File: src/rtl/subcounter_dispatch_if.sv
// Request/response bundle between a requester and subcounter_dispatch.
// The requester (master) presents clear/increment/read/no-op commands with
// a valid/ready handshake and receives read data and the wrap pulse.
interface subcounter_dispatch_if #(
    parameter int GRANULARITY = 4,
    parameter int NUM_SUB     = 4
);
    logic                             cmd_valid;
    logic                             cmd_ready;
    logic [1:0]                       cmd_op;
    logic                             rd_valid;
    logic [GRANULARITY*NUM_SUB-1:0]   rd_data;
    logic                             ovf;

    modport master (
        output cmd_valid,
        output cmd_op,
        input  cmd_ready,
        input  rd_valid,
        input  rd_data,
        input  ovf
    );

    modport slave (
        input  cmd_valid,
        input  cmd_op,
        output cmd_ready,
        output rd_valid,
        output rd_data,
        output ovf
    );
endinterface

File: src/rtl/subcounter_dispatch.sv
// Command front-end for a counter built from NUM_SUB chained subcounters.
// Turns clear/increment/read requests into per-lane 2-bit subcounter codes,
// walks the carry across lanes one lane per cycle, and captures the full
// counter value on reads.
//
// Build option: define SUBCOUNTER_LOOKAHEAD_EN to resolve the carry chain
// combinationally so an increment always completes in a single cycle.
//
// State table:
//   state | meaning
//   INIT  | reset; every lane cleared, no requests accepted
//   IDLE  | all lanes hold, ready for a request
//   CLR   | every lane cleared for one cycle
//   INC   | increment lane(s); ripple mode walks lane_idx upward on carry
//   RD    | lanes hold while the counter value is captured
module subcounter_dispatch #(
    parameter int GRANULARITY = 4,
    parameter int NUM_SUB     = 4
) (
    input  logic                           clk,
    input  logic                           rst_n,
    subcounter_dispatch_if.slave           cmd_bus,
    output logic [2*NUM_SUB-1:0]           sub_command_out,
    input  logic [GRANULARITY*NUM_SUB-1:0] sub_data_in
);

    localparam int WIDTH = GRANULARITY * NUM_SUB;

    localparam logic [1:0] SC_CLEAR = 2'b00;
    localparam logic [1:0] SC_INC   = 2'b01;
    localparam logic [1:0] SC_HOLD  = 2'b10;

    localparam logic [1:0] OP_CLR = 2'b00;
    localparam logic [1:0] OP_INC = 2'b01;
    localparam logic [1:0] OP_RD  = 2'b10;

    localparam logic [2:0] ST_INIT = 3'd0;
    localparam logic [2:0] ST_IDLE = 3'd1;
    localparam logic [2:0] ST_CLR  = 3'd2;
    localparam logic [2:0] ST_INC  = 3'd3;
    localparam logic [2:0] ST_RD   = 3'd4;

    logic [2:0]         state;
    logic [2:0]         state_nxt;
    logic               accept;
    logic               wrap;
    logic [NUM_SUB-1:0] lane_ones;
    logic [NUM_SUB-1:0] lane_sel;

    logic               rd_valid_q;
    logic [WIDTH-1:0]   rd_data_q;
    logic               ovf_q;

`ifdef SUBCOUNTER_LOOKAHEAD_EN
    logic               all_ones;
    logic [NUM_SUB-1:0] inc_mask;
`else
    localparam int KW = (NUM_SUB > 1) ? $clog2(NUM_SUB) : 1;
    localparam logic [KW-1:0] LAST_LANE = KW'(NUM_SUB - 1);

    logic [KW-1:0] lane_idx;
    logic [KW-1:0] lane_idx_nxt;
    logic          cur_ones;
`endif

    assign accept            = cmd_bus.cmd_valid && (state == ST_IDLE);
    assign cmd_bus.cmd_ready = (state == ST_IDLE);
    assign cmd_bus.rd_valid  = rd_valid_q;
    assign cmd_bus.rd_data   = rd_data_q;
    assign cmd_bus.ovf       = ovf_q;

    // Flag each lane whose current value is all-ones (it will carry on increment).
    always_comb begin
        lane_ones = '0;
        for (int l = 0; l < NUM_SUB; l++) begin
            lane_ones[l] = &sub_data_in[l*GRANULARITY +: GRANULARITY];
        end
    end

`ifdef SUBCOUNTER_LOOKAHEAD_EN
    // Lane l increments when every lane below it is all-ones; lane 0 always does.
    always_comb begin
        logic prefix;
        prefix   = 1'b1;
        inc_mask = '0;
        for (int l = 0; l < NUM_SUB; l++) begin
            inc_mask[l] = prefix;
            prefix      = prefix & lane_ones[l];
        end
    end

    assign all_ones = &lane_ones;
    assign lane_sel = inc_mask;
    assign wrap     = (state == ST_INC) && all_ones;
`else
    assign cur_ones = lane_ones[lane_idx];
    assign wrap     = (state == ST_INC) && cur_ones && (lane_idx == LAST_LANE);

    // One-hot select of the lane currently being incremented in the ripple.
    always_comb begin
        lane_sel = '0;
        for (int l = 0; l < NUM_SUB; l++) begin
            lane_sel[l] = (lane_idx == KW'(l));
        end
    end
`endif

    // Next-state and carry-walk decisions.
    always_comb begin
        state_nxt = state;
`ifndef SUBCOUNTER_LOOKAHEAD_EN
        lane_idx_nxt = lane_idx;
`endif
        case (state)
            ST_INIT: state_nxt = ST_IDLE;
            ST_IDLE: begin
                if (accept) begin
                    case (cmd_bus.cmd_op)
                        OP_CLR: state_nxt = ST_CLR;
                        OP_INC: begin
                            state_nxt = ST_INC;
`ifndef SUBCOUNTER_LOOKAHEAD_EN
                            lane_idx_nxt = '0;
`endif
                        end
                        OP_RD:   state_nxt = ST_RD;
                        default: state_nxt = ST_IDLE;
                    endcase
                end
            end
            ST_CLR: state_nxt = ST_IDLE;
            ST_INC: begin
`ifdef SUBCOUNTER_LOOKAHEAD_EN
                state_nxt = ST_IDLE;
`else
                // The sampled value is pre-increment: all-ones means this lane
                // wraps at the coming edge and the next lane must take a carry.
                if (cur_ones && (lane_idx != LAST_LANE)) begin
                    lane_idx_nxt = lane_idx + 1'b1;
                end else begin
                    state_nxt = ST_IDLE;
                end
`endif
            end
            ST_RD:   state_nxt = ST_IDLE;
            default: state_nxt = ST_INIT;
        endcase
    end

    // Lane command codes; anything not explicitly commanded holds.
    always_comb begin
        sub_command_out = {NUM_SUB{SC_HOLD}};
        case (state)
            ST_INIT, ST_CLR: sub_command_out = {NUM_SUB{SC_CLEAR}};
            ST_INC: begin
                for (int l = 0; l < NUM_SUB; l++) begin
                    if (lane_sel[l]) begin
                        sub_command_out[2*l +: 2] = SC_INC;
                    end
                end
            end
            default: sub_command_out = {NUM_SUB{SC_HOLD}};
        endcase
    end

    // FSM state register; reset drops straight back to INIT, abandoning any ripple.
    always_ff @(posedge clk or negedge rst_n) begin
        if (!rst_n) begin
            state <= ST_INIT;
        end else begin
            state <= state_nxt;
        end
    end

`ifndef SUBCOUNTER_LOOKAHEAD_EN
    // Index of the lane receiving the increment during a ripple.
    always_ff @(posedge clk or negedge rst_n) begin
        if (!rst_n) begin
            lane_idx <= '0;
        end else begin
            lane_idx <= lane_idx_nxt;
        end
    end
`endif

    // Registered read response and wrap pulse, both visible in the first IDLE cycle.
    always_ff @(posedge clk or negedge rst_n) begin
        if (!rst_n) begin
            rd_valid_q <= 1'b0;
            rd_data_q  <= '0;
            ovf_q      <= 1'b0;
        end else begin
            rd_valid_q <= (state == ST_RD);
            ovf_q      <= wrap;
            if (state == ST_RD) begin
                rd_data_q <= sub_data_in;
            end
        end
    end

endmodule

File: src/flat_wrapper.sv
// flat-port wrapper written by rule: the top's interface ports become plain ports
module subcounter_dispatch_flat 
#(
    parameter int GRANULARITY = 4,
    parameter int NUM_SUB     = 4
)
  (clk, rst_n, sub_command_out, sub_data_in, cmd_bus_cmd_valid, cmd_bus_cmd_op, cmd_bus_cmd_ready, cmd_bus_rd_valid, cmd_bus_rd_data, cmd_bus_ovf);
  subcounter_dispatch_if #(.GRANULARITY(GRANULARITY), .NUM_SUB(NUM_SUB)) cmd_bus_i ();
  input  logic clk;
  input  logic rst_n;
  output logic [2*NUM_SUB-1:0] sub_command_out;
  input  logic [GRANULARITY*NUM_SUB-1:0] sub_data_in;
  input wire logic [$bits(cmd_bus_i.cmd_valid)-1:0] cmd_bus_cmd_valid;
  input wire logic [$bits(cmd_bus_i.cmd_op)-1:0] cmd_bus_cmd_op;
  output wire logic [$bits(cmd_bus_i.cmd_ready)-1:0] cmd_bus_cmd_ready;
  output wire logic [$bits(cmd_bus_i.rd_valid)-1:0] cmd_bus_rd_valid;
  output wire logic [$bits(cmd_bus_i.rd_data)-1:0] cmd_bus_rd_data;
  output wire logic [$bits(cmd_bus_i.ovf)-1:0] cmd_bus_ovf;
  assign cmd_bus_i.cmd_valid = cmd_bus_cmd_valid;
  assign cmd_bus_i.cmd_op = cmd_bus_cmd_op;
  assign cmd_bus_cmd_ready = cmd_bus_i.cmd_ready;
  assign cmd_bus_rd_valid = cmd_bus_i.rd_valid;
  assign cmd_bus_rd_data = cmd_bus_i.rd_data;
  assign cmd_bus_ovf = cmd_bus_i.ovf;
  subcounter_dispatch #(.GRANULARITY(GRANULARITY), .NUM_SUB(NUM_SUB)) u_core (.clk(clk), .rst_n(rst_n), .cmd_bus(cmd_bus_i), .sub_command_out(sub_command_out), .sub_data_in(sub_data_in));
endmodule
File: config.mk
export PLATFORM = sky130hd
export DESIGN_NAME = subcounter_dispatch_flat
export DESIGN_NICKNAME = d
export VERILOG_FILES = /design/src/rtl/subcounter_dispatch_if.sv /design/src/rtl/subcounter_dispatch.sv /design/src/flat_wrapper.sv
export SDC_FILE = /design/constraint.sdc
export NUM_CORES = 1
export LEC_CHECK = 0
export ABC_AREA = 1
export CAP_MARGIN = 20
export CORE_UTILIZATION = 42
export CTS_BUF_LIST = sky130_fd_sc_hd__clkbuf_16
export DETAILED_ROUTE_END_ITERATION = 8
export PLACE_DENSITY = 0.79
export SKIP_LAST_GASP = 1
export SLEW_MARGIN = 20
export SYNTH_ARGS = -nofsm -noshare
export SYNTH_HDL_FRONTEND = slang
export SYNTH_SLANG_ARGS = --single-unit
File: constraint.sdc
create_clock -name clk -period 1.5 [get_ports clk]
set_input_delay 0.15 -clock clk [delete_from_list [all_inputs] [get_ports clk]]
set_output_delay 0.15 -clock clk [all_outputs]
set_load 0.005 [all_outputs]
## Yosys cells after proc, flatten, opt, wreduce, memory -nomap -nowiden

Cells that the tools add are included.

- Bits of input ports: 21
- Logic and storage cells: 52
- Output and inout port bits: 27
- Bits in registers: 23

- Reductions and logical operators: 16
- Equality and inequality tests: 14
- Multiplexer cells: 15
- Order comparisons: 1
- Add/subtract/negate cells: 1

Operator list:

| kind | number |
|---|---|
| $reduce_and A4 Y1 | 5 |
| $pmux W3 S3 | 2 |
| $pmux W8 S2 | 1 |
| $mux W2 | 7 |
| $eq A2 B2 Y1 const B | 3 |
| $eq A3 B2 Y1 const B | 2 |
| $mux W3 | 2 |
| $ne A2 B2 Y1 const B | 3 |
| $eq A2 B1 Y1 const B | 2 |
| $logic_and A1 B1 Y1 | 4 |
| $logic_not A2 Y1 | 2 |
| $ne A2 B1 Y1 const B | 2 |
| $pmux W2 S2 | 1 |
| $eq A3 B1 Y1 const B | 1 |
| $eq A3 B3 Y1 const B | 1 |
| $logic_not A3 Y1 | 1 |
| $lt A2 B3 Y1 const B | 1 |
| $reduce_or A3 Y1 | 1 |
| $add A2 B1 Y2 const B | 1 |
| $bmux W1 S2 | 1 |
| $reduce_and A2 Y1 | 1 |
| $reduce_bool A2 Y1 | 1 |
| $reduce_or A2 Y1 | 1 |
| $mux W1 | 1 |

## Longest topological paths before layout

- Depth after elaboration: 6
- Mapped depth: 9
- Mapped depth without buffers: 9

## Worst setup path before layout

No wires, ideal clock.

- Kind: reg2reg
- Start: register u_core.lane_idx[0]
- End: register u_core.lane_idx[0]
- Clock period less this slack: 1.226 ns
- Slack: 0.274 ns
- Arrival time: 1.109 ns
- Setup time: 0.117 ns
- Stages on the path, launching flop included: 8
- Path buffers: 0
- Required time: 1.383 ns
- Path through: dfrtp_1 -> ha_1 -> nor2_1 -> nand3_2 -> nand2_2 -> nand2_2 -> nand2_1 -> nand2_1

- Cells in the longest elaborated chain, start to end: 5
- Elaborated cells on any way between the ends: 9
- Those cells by class: 1 x add/sub; 2 x eq/ne; 4 x mux; 2 x reduce/logical

Ends and longest elaborated chain:

| element | RTL line | text |
|---|---|---|
| start: declaration | subcounter_dispatch.sv:61 | `logic [KW-1:0] lane_idx;` |
| start signal: assignment | subcounter_dispatch.sv:181 | `lane_idx <= lane_idx_nxt;` |
| $bmux W1 S2 | subcounter_dispatch.sv:96 | `assign cur_ones = lane_ones[lane_idx];` |
| $mux W1 (implied by the code) | subcounter_dispatch.sv:96 |  |
| $logic_and A1 B1 Y1 | subcounter_dispatch.sv:138 | `if (cur_ones && (lane_idx != LAST_LANE)) begin` |
| $ne A2 B2 Y1 (no line) | -- |  |
| $reduce_and A4 Y1 (no line) | -- |  |

Several ways; a longest one is shown, not always the timed one. The select of a mux whose other input is x is not followed.
A chain may end at the register's enable or synchronous reset.

## Worst setup path in the final report

- Start: register u_core.state[2]
- End: output port cmd_bus_cmd_ready

- Cells in the longest elaborated chain, start to end: 1

Ends and longest elaborated chain:

| element | RTL line | text |
|---|---|---|
| start: declaration | subcounter_dispatch.sv:43 | `logic [2:0] state;` |
| start signal: assignment | subcounter_dispatch.sv:171 | `state <= state_nxt;` |
| $eq A3 B1 Y1 | subcounter_dispatch.sv:67 | `assign cmd_bus.cmd_ready = (state == ST_IDLE);` |
| end: declaration | flat_wrapper.sv:15 | `output wire logic [$bits(cmd_bus_i.cmd_ready)-1:0] cmd_bus_cmd_ready;` |

No other way between the ends.

==> impl_metrics.json <==
{
  "ir_drop_mv": 1.331,
  "remaining_overflow_grt": 0,
  "dpl_cell_area_um2": 1724,
  "arrival_ns": 1.37,
  "antenna_found_initial": 0,
  "postSynthCellCount": 146,
  "postCtsHoldBufs": 0,
  "timing.setup.critical_path_class": "reg2out",
  "drt_iter0_markers": 20,
  "post-layout-total-power_uw": 2849,
  "fin_crit_ns": 1.524,
  "design_area_um2": 1899,
  "half_perimeter_wire_length_of_the_detailed_placement_result_um": 2261,
  "setup_slack_ns": -0.02360,
  "maximum_number_of_pins_on_one_net_before_global_route_repair": 24,
  "nets": 238,
  "timing.max_cap.violations": 0,
  "clkTransAtPathRegs_ns": 0.06,
  "globalRouteTotalUtil": 0.2125,
  "rsz0062_at_grt": "yes",
  "r2r_slack_ns": -0.02,
  "cts_max_path_buffers": 2,
  "synth_cell_type_count": 17,
  "critical_path.endpoint_type": "output pin",
  "drt.antenna.violating_nets": 0,
  "numPortBuffers": 47,
  "timing.rr.start": "u_core.lane_idx[0]$_DFFE_PN0P_",
  "crit_path_top_delay_cell": "dfrtp_1",
  "crit_chain": "buf_4 -> buf_4 -> nor3_4 -> dlygate4sd2_1",
  "antenna_cells": 0,
  "core-area_um2": 2545,
  "status": "complete, but fails checks",
  "critical-path-top-delay-family": "buffers and inverters",
  "post_route_cells_drive_above_1_share": 0.2594,
  "mappedNetlistNets": 171,
  "pwr_per_cell_area_nw_per_um2": 1500,
  "min_period_over_period": 1.016,
  "synthTopCellsByArea": "dfrtp_1, nand2_1, inv_1",
  "min_path_type": "in2async",
  "failing_checks": "setup timing",
  "crit_fanout": 3,
  "core.rowCount": 18,
  "vias": 1172,
  "clock-skew-final_ns": 0.001757,
  "final_max_slew_viol_count": 0,
  "route.detailed.drc": 0,
  "boundaryPins": 48,
  "flow.area_growth_from_synthesis_pct": 62.53,
  "finalWeightedCongestion": 0.7369,
  "yosysWarningCount": 0,
  "post_synth.cell_area_avg_um2": 8.004,
  "finalSetupViolations": 3,
  "grt_first_pass_wirelength_um": 4471,
  "fmax_mhz": 656.3,
  "design.die.area_um2": 2998,
  "post_layout_nonfiller_instances": 242,
  "die_h_um": 54.75,
  "startpoint_type": "flip-flop",
  "numCtsBuffers": 3,
  "yosysSeqAreaShare": 0.4925,
  "share_of_the_synthesized_area_in_the_top_cell_type": 0.4925,
  "die-width_um": 54.75,
  "critical_path.max_stage_delay_ns": 0.40,
  "max_slew_margin_vs_limit": 0.7843,
  "power.leakage_uw": 0.0009438,
  "critPathRequiredTime_ns": 1.35,
  "grt_pass1_vias": 1114,
  "drt-total-wl_um": 3156,
  "report.final.hold_viol_count": 0,
  "vias_per_cell": 4.843,
  "rr_endpoint": "u_core.lane_idx[1]$_DFFE_PN0P_",
  "post-place-cells": 229,
  "cts_root_buffer": "clkbuf_16",
  "synth_seq_cells": 23,
  "cts_sinks": 23,
  "worst_path_most_repeated_cell": "buf_4",
  "first_pass_drt_iterations": 4,
  "worst-r2r-cell-count": 11,
  "h_tree_levels": 1,
  "floorplan.initialDensity": 0.4592,
  "synth.cell_area_um2": 1169,
  "avg_wl_per_cell_um": 13.04,
  "crit_buf_inv": 3,
  "insertion_delay_ns": 0.25,
  "yosysTopAreaCell": "dfrtp_1",
  "worst_tran_pin_value_ns": 0.3231,
  "clock_tree_from_tritoncts": "yes"
}
[placed cells by master (no fill, tap or decap)]
master           instances
nand3_2                  4
o21ai_4                  1
o21ai_2                  1
dfrtp_2                  2
and3_1                   1
clkdlybuf4s15_1          1
nor2_4                   2
o21ai_1                 10
buf_2                    3
dlygate4sd2_1            2
clkbuf_2                 4
inv_1                   16
nor2_1                  11
ha_2                     4
nor2_2                   3
dfrtp_1                 21
inv_2                    5
nor3_4                   1
o21ai_0                  2
buf_6                    4
clkbuf_16                3
buf_4                   14
clkdlybuf4s50_1         38
nand2_2                  3
nand3_4                  1
nand2_1                 52
nand3_1                  3
[cell type report]
type | count | area (um2)
Timing Repair Buffer | 66 | 593.1
Tap cell | 30 | 37.54
Clock buffer | 3 | 75.07
Sequential cell | 23 | 578.1
Inverter | 20 | 75.07
Fill cell | 177 | 645.6
Multi-Input combinational cell | 99 | 536.8
Clock inverter | 1 | 3.754
[metrics by stage]
step	util	setup TNS, ns	setup slack [ns]	hold WS (ns)
after CTS	0.7232	-0.5099	-0.1198	0.2859
after detailed placement	0.6775	-0.3425	-0.09765	0.4572
after global routing	0.7463	-0.3748	-0.09598	0.2958
after global placement	0.6775	-0.08794	-0.04523	0.4528
after floorplan	-	0	0.2736	-0.1456
final	0.7463	-0.06503	-0.02360	0.2736
[routing by layer]
| metal | global-route usage | up-vias | share of wire |
|---|---|---|---|
| li1 | - | 578 | - |
| met1 | 0.2076 | 547 | 0.38 |
| met2 | 0.4317 | 45 | 0.54 |
| met3 | 0.04444 | 2 | 0.071 |
| met4 | 0.05983 | 0 | 0.0019 |
| met5 | 0 | - | 0 |
[cell families (layout without fill, tap and decap cells)]
logic type / count (synthesis) / count (layout) / share of synthesized area
buf+inv: 24 / 90 / 0.08779
fa+ha+maj: 4 / 4 / 0.04283
flops: 23 / 23 / 0.4925
compound gates: 14 / 14 / 0.06959
simple gates: 81 / 81 / 0.3073
[how the worst max path moves through the flow]
| stage | startpoint | to | slack, ns | cells after the start |
|---|---|---|---|---|
| global placement | u_core.lane_idx[0]$_DFFE_PN0P_ | sub_command_out[7] | -0.05 | 3 |
| global route | u_core.lane_idx[0]$_DFFE_PN0P_ | u_core.lane_idx[0]$_DFFE_PN0P_ | -0.1 | 11 |
| finish | u_core.state[2]$_DFFE_PN0P_ | cmd_bus_cmd_ready | -0.02 | 4 |
| floorplan | u_core.lane_idx[0]$_DFFE_PN0P_ | u_core.lane_idx[0]$_DFFE_PN0P_ | 0.27 | 7 |
| detailed placement | u_core.lane_idx[0]$_DFFE_PN0P_ | sub_command_out[5] | -0.1 | 4 |
| CTS | u_core.lane_idx[0]$_DFFE_PN0P_ | sub_command_out[5] | -0.12 | 5 |
[synth_stat cells]
library cell,count
dfrtp_1,23
o21ai_0,7
nor3_4,1
buf_4,3
nor2_1,15
buf_2,1
inv_2,3
nand2_2,3
nand3_1,5
nor2_4,1
o21ai_1,6
ha_1,4
nand3_2,3
and3_1,1
o21ai_4,1
inv_1,17
nand2_1,52
[registers in the layout, indices dropped and copies added, names as in the netlist]
register / cells
u_core.cmd_bus.ovf: 1
u_core.cmd_bus.rd_data: 16
u_core.cmd_bus.rd_valid: 1
u_core.lane_idx: 2
u_core.state: 3
[power by group]
part           switching [uW]  internal (uW)  total (uW)  leakage, uW
clock network             193            355         548    0.0000423
logic                     519            766        1280     0.000624
registers                 147            869        1020     0.000277
total                     859           1990        2850     0.000944
[what timing repair did]
| action | CTS | global route |
|---|---|---|
| setup endpoints to repair | 9 | 12 |
| setup buffers | 4 | 4 |
| resized for setup | 26 | 24 |
| pin swaps | 1 | 9 |
| gates cloned | 0 | 1 |
Power figures use the tool's default switching activity.
